## src/rtl/mem_access_seq_pkg.sv

```systemverilog
// Shared definitions for the multicycle memory-access sequencer:
// op and state encodings plus small decode helpers.
package mem_access_seq_pkg;

    localparam int DEF_TIMEOUT_CYC = 15;

    typedef enum logic [2:0] {
        OP_LW = 3'd0,
        OP_LH = 3'd1,
        OP_LB = 3'd2,
        OP_SW = 3'd3,
        OP_SH = 3'd4,
        OP_SB = 3'd5
    } op_e;

    typedef enum logic [2:0] {
        S_IDLE  = 3'd0,
        S_RD    = 3'd1,
        S_MERGE = 3'd2,
        S_WR    = 3'd3,
        S_RESP  = 3'd4
    } state_e;

    function automatic logic op_is_legal(input logic [2:0] op);
        return op <= OP_SB;
    endfunction

    function automatic logic op_is_load(input logic [2:0] op);
        return (op == OP_LW) || (op == OP_LH) || (op == OP_LB);
    endfunction

    // Memory is word addressed, so the byte offset is simply discarded.
    function automatic logic [31:0] align_word(input logic [31:0] addr);
        return addr & 32'hFFFF_FFFC;
    endfunction

endpackage

```

## src/rtl/mem_access_seq_if.sv

```systemverilog
// Bus bundles around the sequencer: the datapath request/response
// handshake and the shared data-memory strobe interface.
interface mem_access_seq_if;

    logic        req_valid;
    logic        req_ready;
    logic [2:0]  req_op;
    logic [31:0] req_addr;
    logic [31:0] req_wdata;
    logic        resp_valid;
    logic [31:0] resp_rdata;
    logic        resp_err;

    modport master (
        output req_valid, req_op, req_addr, req_wdata,
        input  req_ready, resp_valid, resp_rdata, resp_err
    );

    modport slave (
        input  req_valid, req_op, req_addr, req_wdata,
        output req_ready, resp_valid, resp_rdata, resp_err
    );

endinterface

interface mem_access_seq_mem_if;

    logic [31:0] mem_addr;
    logic        mem_rd;
    logic        mem_wr;
    logic [31:0] mem_wdata;
    logic [31:0] mem_rdata;
    logic        mem_ack;

    modport master (
        output mem_addr, mem_rd, mem_wr, mem_wdata,
        input  mem_rdata, mem_ack
    );

    modport slave (
        input  mem_addr, mem_rd, mem_wr, mem_wdata,
        output mem_rdata, mem_ack
    );

endinterface

```

## src/rtl/mem_access_seq_store_merge.sv

```systemverilog
// Combinational word shaper: merges store data into a read word for SH/SB
// and extracts zero-extended load results for LW/LH/LB.
module mem_access_seq_store_merge
    import mem_access_seq_pkg::*;
(
    input  logic [2:0]  op,
    input  logic [31:0] rd_word,
    input  logic [31:0] wdata,
    output logic [31:0] result
);

    always_comb begin
        result = '0;
        case (op)
            OP_LW:   result = rd_word;
            OP_LH:   result = {16'b0, rd_word[15:0]};
            OP_LB:   result = {24'b0, rd_word[7:0]};
            OP_SW:   result = wdata;
            OP_SH:   result = {rd_word[31:16], wdata[15:0]};
            OP_SB:   result = {rd_word[31:8], wdata[7:0]};
            default: result = '0;
        endcase
    end

endmodule

```

## src/rtl/mem_access_seq.sv

```systemverilog
// Multicycle memory-access sequencer for LW/LH/LB/SW/SH/SB; partial stores
// are done as read-modify-write on the shared word-wide data memory.
module mem_access_seq
    import mem_access_seq_pkg::*;
#(
    parameter int TIMEOUT_CYC = DEF_TIMEOUT_CYC
) (
    input  logic                 clk,
    input  logic                 reset,
    mem_access_seq_if.slave      req,
    mem_access_seq_mem_if.master mem
);

    localparam int CNT_W = (TIMEOUT_CYC > 2) ? $clog2(TIMEOUT_CYC) : 1;
    localparam logic [CNT_W-1:0] CNT_LAST = CNT_W'(TIMEOUT_CYC - 1);

    state_e      state_q, state_d;
    logic [2:0]  op_q;
    logic [31:0] addr_q;
    logic [31:0] wdata_q;
    logic [31:0] word_q;
    logic [31:0] wr_data_q;
    logic        err_q;
    logic [CNT_W-1:0] cnt_q;

    logic [31:0] shaped;
    logic        expired;

    // One shaper serves both the SH/SB merge and the load extraction,
    // since those never happen in the same state.
    mem_access_seq_store_merge u_merge (
        .op      (op_q),
        .rd_word (word_q),
        .wdata   (wdata_q),
        .result  (shaped)
    );

    assign expired = !mem.mem_ack && (cnt_q == CNT_LAST);

    always_comb begin
        state_d = state_q;
        case (state_q)
            S_IDLE: begin
                if (req.req_valid) begin
                    if (!op_is_legal(req.req_op))
                        state_d = S_RESP;
                    else if (req.req_op == OP_SW)
                        state_d = S_WR;
                    else
                        state_d = S_RD;
                end
            end
            S_RD: begin
                if (mem.mem_ack)
                    state_d = op_is_load(op_q) ? S_RESP : S_MERGE;
                else if (expired)
                    state_d = S_RESP;
            end
            S_MERGE: state_d = S_WR;
            S_WR: begin
                if (mem.mem_ack || expired)
                    state_d = S_RESP;
            end
            S_RESP:  state_d = S_IDLE;
            default: state_d = S_IDLE;
        endcase
    end

    // Strobes and responses decode straight from the state so a reset or
    // completion takes them down on the very next cycle.
    always_comb begin
        req.req_ready  = (state_q == S_IDLE);
        mem.mem_rd     = (state_q == S_RD);
        mem.mem_wr     = (state_q == S_WR);
        mem.mem_addr   = '0;
        mem.mem_wdata  = '0;
        req.resp_valid = (state_q == S_RESP);
        req.resp_err   = (state_q == S_RESP) && err_q;
        req.resp_rdata = '0;
        if ((state_q == S_RD) || (state_q == S_WR))
            mem.mem_addr = addr_q;
        if (state_q == S_WR)
            mem.mem_wdata = wr_data_q;
        if ((state_q == S_RESP) && op_is_load(op_q) && !err_q)
            req.resp_rdata = shaped;
    end

    always_ff @(posedge clk) begin
        if (reset) begin
            state_q   <= S_IDLE;
            op_q      <= OP_LW;
            addr_q    <= '0;
            wdata_q   <= '0;
            word_q    <= '0;
            wr_data_q <= '0;
            err_q     <= 1'b0;
            cnt_q     <= '0;
        end else begin
            state_q <= state_d;
            case (state_q)
                S_IDLE: begin
                    if (req.req_valid) begin
                        op_q      <= req.req_op;
                        addr_q    <= align_word(req.req_addr);
                        wdata_q   <= req.req_wdata;
                        wr_data_q <= req.req_wdata;
                        err_q     <= !op_is_legal(req.req_op);
                        cnt_q     <= '0;
                    end
                end
                S_RD: begin
                    if (mem.mem_ack) begin
                        word_q <= mem.mem_rdata;
                        cnt_q  <= '0;
                    end else if (expired) begin
                        err_q <= 1'b1;
                    end else begin
                        cnt_q <= cnt_q + CNT_W'(1);
                    end
                end
                S_MERGE: begin
                    wr_data_q <= shaped;
                    cnt_q     <= '0;
                end
                S_WR: begin
                    if (mem.mem_ack)
                        cnt_q <= '0;
                    else if (expired)
                        err_q <= 1'b1;
                    else
                        cnt_q <= cnt_q + CNT_W'(1);
                end
                default: ;
            endcase
        end
    end

endmodule

```

## src/flat_wrapper.sv

```systemverilog
// flat-port wrapper written by rule: the top's interface ports become plain ports
module mem_access_seq_flat import mem_access_seq_pkg::*;
#(
    parameter int TIMEOUT_CYC = DEF_TIMEOUT_CYC
)
  (clk, reset, req_req_valid, req_req_op, req_req_addr, req_req_wdata, req_req_ready, req_resp_valid, req_resp_rdata, req_resp_err, mem_mem_addr, mem_mem_rd, mem_mem_wr, mem_mem_wdata, mem_mem_rdata, mem_mem_ack);
  mem_access_seq_if req_i ();
  mem_access_seq_mem_if mem_i ();
  input  logic clk;
  input  logic reset;
  input wire logic [$bits(req_i.req_valid)-1:0] req_req_valid;
  input wire logic [$bits(req_i.req_op)-1:0] req_req_op;
  input wire logic [$bits(req_i.req_addr)-1:0] req_req_addr;
  input wire logic [$bits(req_i.req_wdata)-1:0] req_req_wdata;
  output wire logic [$bits(req_i.req_ready)-1:0] req_req_ready;
  output wire logic [$bits(req_i.resp_valid)-1:0] req_resp_valid;
  output wire logic [$bits(req_i.resp_rdata)-1:0] req_resp_rdata;
  output wire logic [$bits(req_i.resp_err)-1:0] req_resp_err;
  output wire logic [$bits(mem_i.mem_addr)-1:0] mem_mem_addr;
  output wire logic [$bits(mem_i.mem_rd)-1:0] mem_mem_rd;
  output wire logic [$bits(mem_i.mem_wr)-1:0] mem_mem_wr;
  output wire logic [$bits(mem_i.mem_wdata)-1:0] mem_mem_wdata;
  input wire logic [$bits(mem_i.mem_rdata)-1:0] mem_mem_rdata;
  input wire logic [$bits(mem_i.mem_ack)-1:0] mem_mem_ack;
  assign req_i.req_valid = req_req_valid;
  assign req_i.req_op = req_req_op;
  assign req_i.req_addr = req_req_addr;
  assign req_i.req_wdata = req_req_wdata;
  assign req_req_ready = req_i.req_ready;
  assign req_resp_valid = req_i.resp_valid;
  assign req_resp_rdata = req_i.resp_rdata;
  assign req_resp_err = req_i.resp_err;
  assign mem_mem_addr = mem_i.mem_addr;
  assign mem_mem_rd = mem_i.mem_rd;
  assign mem_mem_wr = mem_i.mem_wr;
  assign mem_mem_wdata = mem_i.mem_wdata;
  assign mem_i.mem_rdata = mem_mem_rdata;
  assign mem_i.mem_ack = mem_mem_ack;
  mem_access_seq #(.TIMEOUT_CYC(TIMEOUT_CYC)) u_core (.clk(clk), .reset(reset), .req(req_i), .mem(mem_i));
endmodule
```

## config.mk

```make
export PLATFORM = sky130hd
export DESIGN_NAME = mem_access_seq_flat
export DESIGN_NICKNAME = d
export VERILOG_FILES = /design/src/rtl/mem_access_seq_pkg.sv /design/src/rtl/mem_access_seq_if.sv /design/src/rtl/mem_access_seq_store_merge.sv /design/src/rtl/mem_access_seq.sv /design/src/flat_wrapper.sv
export SDC_FILE = /design/constraint.sdc
export NUM_CORES = 1
export LEC_CHECK = 0
export ABC_AREA = 1
export BUFFER_PORTS_ARGS = -buffer_cell sky130_fd_sc_hd__buf_2
export CORE_ASPECT_RATIO = 2
export CORE_UTILIZATION = 51
export CTS_CLUSTER_DIAMETER = 40
export DETAILED_ROUTE_END_ITERATION = 6
export GPL_ROUTABILITY_DRIVEN = 0
export PLACE_DENSITY = 0.91
export SETUP_SLACK_MARGIN = 0.3
export SLEW_MARGIN = 20
export SYNTH_ARGS = -nofsm -noshare
export SYNTH_HDL_FRONTEND = slang
export SYNTH_SLANG_ARGS = --single-unit
```

## constraint.sdc

```tcl
create_clock -name clk -period 1.8 [get_ports clk]
set_input_delay 0.09 -clock clk [delete_from_list [all_inputs] [get_ports clk]]
set_output_delay 0.09 -clock clk [all_outputs]
set_load 0.01 [all_outputs]
```

==> flow_summary.json, run 1 <==
{
  "cts.sinks": 137,
  "haltStage": "5_1_grt",
  "boundaryPins": 204,
  "htree_levels": 4,
  "synthMostInstantiatedCell": "nand2_1",
  "endpoint_type": "output port",
  "synth_edf_count": 0,
  "synth-warning-count": 0,
  "ys_ff_latch": 137,
  "die_h_um": 158,
  "yosysTopAreaCell": "dfxtp_1",
  "place_ws_ps": 172,
  "syn_avg_cell_area_um2": 6.68,
  "syn_inst": 932,
  "stop_error": "[ERROR DPL-0038] Utilization greater than 100%, impossible to legalize",
  "grt_max_degree": 75,
  "synth.top_cells.by_count": "184 x nand2_1, 141 x inv_1, 137 x dfxtp_1",
  "start_util_pct": 52.6,
  "synth-seq-area-share_pct": 44.1,
  "synthFlopType": "dfxtp_1",
  "syn_area_mm2": 0.00623,
  "max-clock-path-buffers": 2,
  "async_flop_share_pct": 0,
  "synthDistinctLibCells": 23,
  "rows": 56,
  "worst_endpoint": "req_resp_rdata[19]",
  "dp_hpwl_um": 12900,
  "numCtsBuffers": 17,
  "yosys-top-cells-area": "dfxtp_1 44%, nand2_1 11%, a21oi_1 10%, inv_1 8.5%, nor2_1 6.9%",
  "yosysTopAreaCellShare_pct": 44.1,
  "portBuffers": 199,
  "status": "stopped before the end",
  "die_w_um": 80.1,
  "root_buffer": "clkbuf_16"
}
## per-stage QoR
stage / cells / setup TNS [ps] / utilization [%] / hold slack [ps] / instance area, µm²
after floorplan: 933 / 0 / - / 225 / 6230
after global placement: 1246 / 0 / 62.2 / 310 / 7360
after detailed placement: 1246 / 0 / 62.2 / 318 / 7360
after CTS: 1390 / -1270 / 83.0 / 3.94 / 9820
## logic make-up after synthesis
| logic type | after synthesis | synth area share, % |
|---|---|---|
| adder cells (fa/ha/maj) | 2 | 0.402 |
| flip-flops | 137 | 44.1 |
| AND/OR/NAND/NOR | 330 | 21.1 |
| AO/OA/AOI/OAI | 258 | 21.3 |
| buffers and inverters | 204 | 13.1 |
| other | 1 | 0.0602 |
## what timing repair did
action	in CTS
pin swaps	19
gates cloned	7
hold buffers	93
endpoints found under the setup margin	174
buffers inserted	13
resized for setup	162
endpoints found under the hold margin	93
==> inputs of run 2 (changes only) <==
- CORE_ASPECT_RATIO: 2 -> not set
- CORE_UTILIZATION: 51 -> 40
- CTS_CLUSTER_DIAMETER: 40 -> not set
- PLACE_DENSITY: 0.91 -> not set
- PLACE_DENSITY_LB_ADDON: not set -> 0.15
- SETUP_SLACK_MARGIN: 0.3 -> not set
==> run 2 against run 1 <==
Net effect: the flow now finishes, with violations (setup timing); area after synthesis stayed put; synthesized cell count unchanged.
==> flow_summary.json, run 2 <==
{
  "hp-class": "in2reg",
  "rsz0062_at_grt": "true",
  "die_h_um": 127,
  "regArea_mm2": 0.00275,
  "detail_route.vias_per_cell": 4.79,
  "cp_slowest_cell": "dfxtp_4",
  "synth-xor-area-share_pct": 0,
  "dieArea_mm2": 0.0161,
  "num_vias": 6817,
  "clock_latency_ps": 410,
  "hold_depth": 3,
  "power_density_mw_per_mm2": 942,
  "cp_num_cells": 8,
  "portBuffers": 199,
  "start_kind": "flip-flop",
  "cts.sinks": 137,
  "htree_levels": 4,
  "start_util_pct": 41.0,
  "grt_max_degree": 69,
  "yosysTopAreaCellShare_pct": 44.1,
  "wl_per_cell_um": 13.9,
  "min_period_ps": 1820,
  "grt_pass1_vias": 6411,
  "synthSimpleGateAreaFrac_pct": 21.1,
  "p_leak_nw": 4.33,
  "crit_buf_inv": 4,
  "place_ws_ps": 114,
  "syn_area_mm2": 0.00623,
  "multi_input_area_mm2": 0.00285,
  "async_flop_share_pct": 0,
  "status": "finished with violations",
  "ys_ff_latch": 137,
  "drt_iter0_markers": 330,
  "synth_edf_count": 0,
  "synth_top_family_by_area": "compound AO/OA/AOI/OAI gates",
  "clock_skew_ps": 8.19,
  "die_w_um": 127,
  "cts_tree": "yes",
  "clkTransAtPathRegs_ps": 60,
  "synth-compound-area-share_pct": 21.3,
  "fin_crit_sh_pct": 101,
  "critPathRequiredTime_ps": 1710,
  "remaining_drc_errors": 0,
  "path_cells": "nor2_4 > nand2_4 > nor3_4 > buf_6 > clkbuf_16 > nand2_4 > inv_2 > buf_6",
  "synthMostInstantiatedCell": "nand2_1",
  "max_slew_margin_pct": 65.9,
  "hold_ws_ps": 25.1,
  "finalMaxSlewViolations": 0,
  "synthMuxAreaShare_pct": 0,
  "area_delta_synth_final_pct": 49.6,
  "synthAdderAreaFrac_pct": 0.402,
  "core_area_mm2": 0.0152,
  "wl_um": 19800,
  "antenna_left": 0,
  "synthFlopType": "dfxtp_1",
  "synth.top_cells.by_count": "184 x nand2_1, 141 x inv_1, 137 x dfxtp_1",
  "design_area_mm2": 0.00931,
  "yosys-top-cells-area": "dfxtp_1 44%, nand2_1 11%, a21oi_1 10%, inv_1 8.5%, nor2_1 6.9%",
  "rrSetupSlack_ps": 160,
  "cp_max_fo": 8,
  "boundaryPins": 204,
  "largestRegisters": "u_core.wdata_q x32, u_core.word_q x32, u_core.wr_data_q x32",
  "synth-warning-count": 0,
  "path_class": "reg2out",
  "worst_slew_pin_slew_ps": 511,
  "dp_hpwl_um": 12300,
  "yosysTopAreaCell": "dfxtp_1",
  "final_common_cell": "buf_2",
  "dpl-instance-area_mm2": 0.00743,
  "antenna_found_initial": 0,
  "layout_common_cells": "183 x buf_2, 167 x nand2_1, 131 x dfxtp_1, 126 x inv_1, 119 x a21oi_1",
  "critPathMaxStageDelay_ps": 380,
  "root_buffer": "clkbuf_16",
  "worstPathArrival_ps": 1730,
  "violations": "setup timing",
  "grt_overflow_total": 0,
  "crit_family": "buffers and inverters",
  "first_pass_iters": 4,
  "antenna_cells": 0,
  "ff2ff_path_depth": 7,
  "synth-seq-area-share_pct": 44.1,
  "final_util_pct": 61.3,
  "fillers": 1410,
  "peakVddDrop_mv": 0.775,
  "endpoint_kind": "primary output",
  "postLayoutSetupSlackWorst_ps": -22.3,
  "numCtsBuffers": 17,
  "grt_pass1_wl_um": 30800,
  "max_freq_mhz": 549,
  "finalSetupViolCount": 6,
  "drv_cap": 0,
  "finalHoldViolations": 0,
  "final_nets": 1327,
  "max-clock-path-buffers": 2,
  "synthDistinctLibCells": 23,
  "drive_gt1_share_pct": 28.1,
  "grt_util_all_layers_pct": 24.3,
  "rows": 45,
  "syn_avg_cell_area_um2": 6.68,
  "syn_inst": 932
}
## run 2: path summary, 6_finish.rpt
check | startpoint | end
worst max-delay path | u_core.state_q[1] | req_resp_rdata[22]
worst min-delay path | req_req_op[2] | u_core.op_q[2]
worst max register to register | u_core.state_q[2] | u_core.addr_q[29]
worst min register to register | u_core.addr_q[14] | u_core.addr_q[14]
## run 2: report_power, final
group / leakage (nW) / internal [W] / total (W) / switching [W]
combinational: 2.93 / 0.000745 / 0.00195 / 0.00120
sequential: 1.13 / 0.00337 / 0.00351 / 0.000138
clock: 0.272 / 0.00201 / 0.00332 / 0.00131
## run 2: layout make-up
type	count	area share [%]
multi-input combinational	592	30.5
sequential	137	29.6
timing repair buffer	324	25.2
inverter	150	6.13
clock buffer	21	5.05
tap	188	2.53
clock inverter	10	1.01
## run 2: per-layer routing
metal	vias up	wire [µm]	GRT usage, %
met5	-	0	0
met4	0	351	9.73
met3	27	999	5.36
met2	203	9750	42.2
met1	3091	8690	29.1
li1	3496	-	-
## run 2: per-stage QoR
| step | power, W | setup TNS, ps | instances |
|---|---|---|---|
| floorplan | 0.00463 | 0 | 933 |
| global placement | 0.00518 | 0 | 1289 |
| detailed placement | 0.00521 | 0 | 1289 |
| CTS | 0.00875 | -6.55 | 1418 |
| global route | 0.00922 | -2310 | 1422 |
| finish | 0.00878 | -41.9 | 1422 |
## run 2: cell families (layout without fill, tap and decap cells)
group / after synthesis / count (layout)
flops: 137 / 137
fa+ha+maj: 2 / 2
compound gates: 258 / 258
other cells: 1 / 2
simple gates: 330 / 330
buf+inv: 204 / 505
## run 2: repair_timing
| action | 4_1_cts | 5_1_grt |
|---|---|---|
| setup endpoints to repair | 62 | 74 |
| hold buffers | 95 | 0 |
| buffers inserted | 3 | 3 |
| hold endpoints to repair | 95 | 0 |
| gates resized for setup | 27 | 74 |
| pin swaps | 2 | 2 |
| gates cloned | 0 | 1 |
## run 2: worst min-delay path: stages
cell     delay [ps]
buf_2           120
o21ai_0          80
a21oi_1         100
Note: power is estimated with default switching activity, not from simulation.
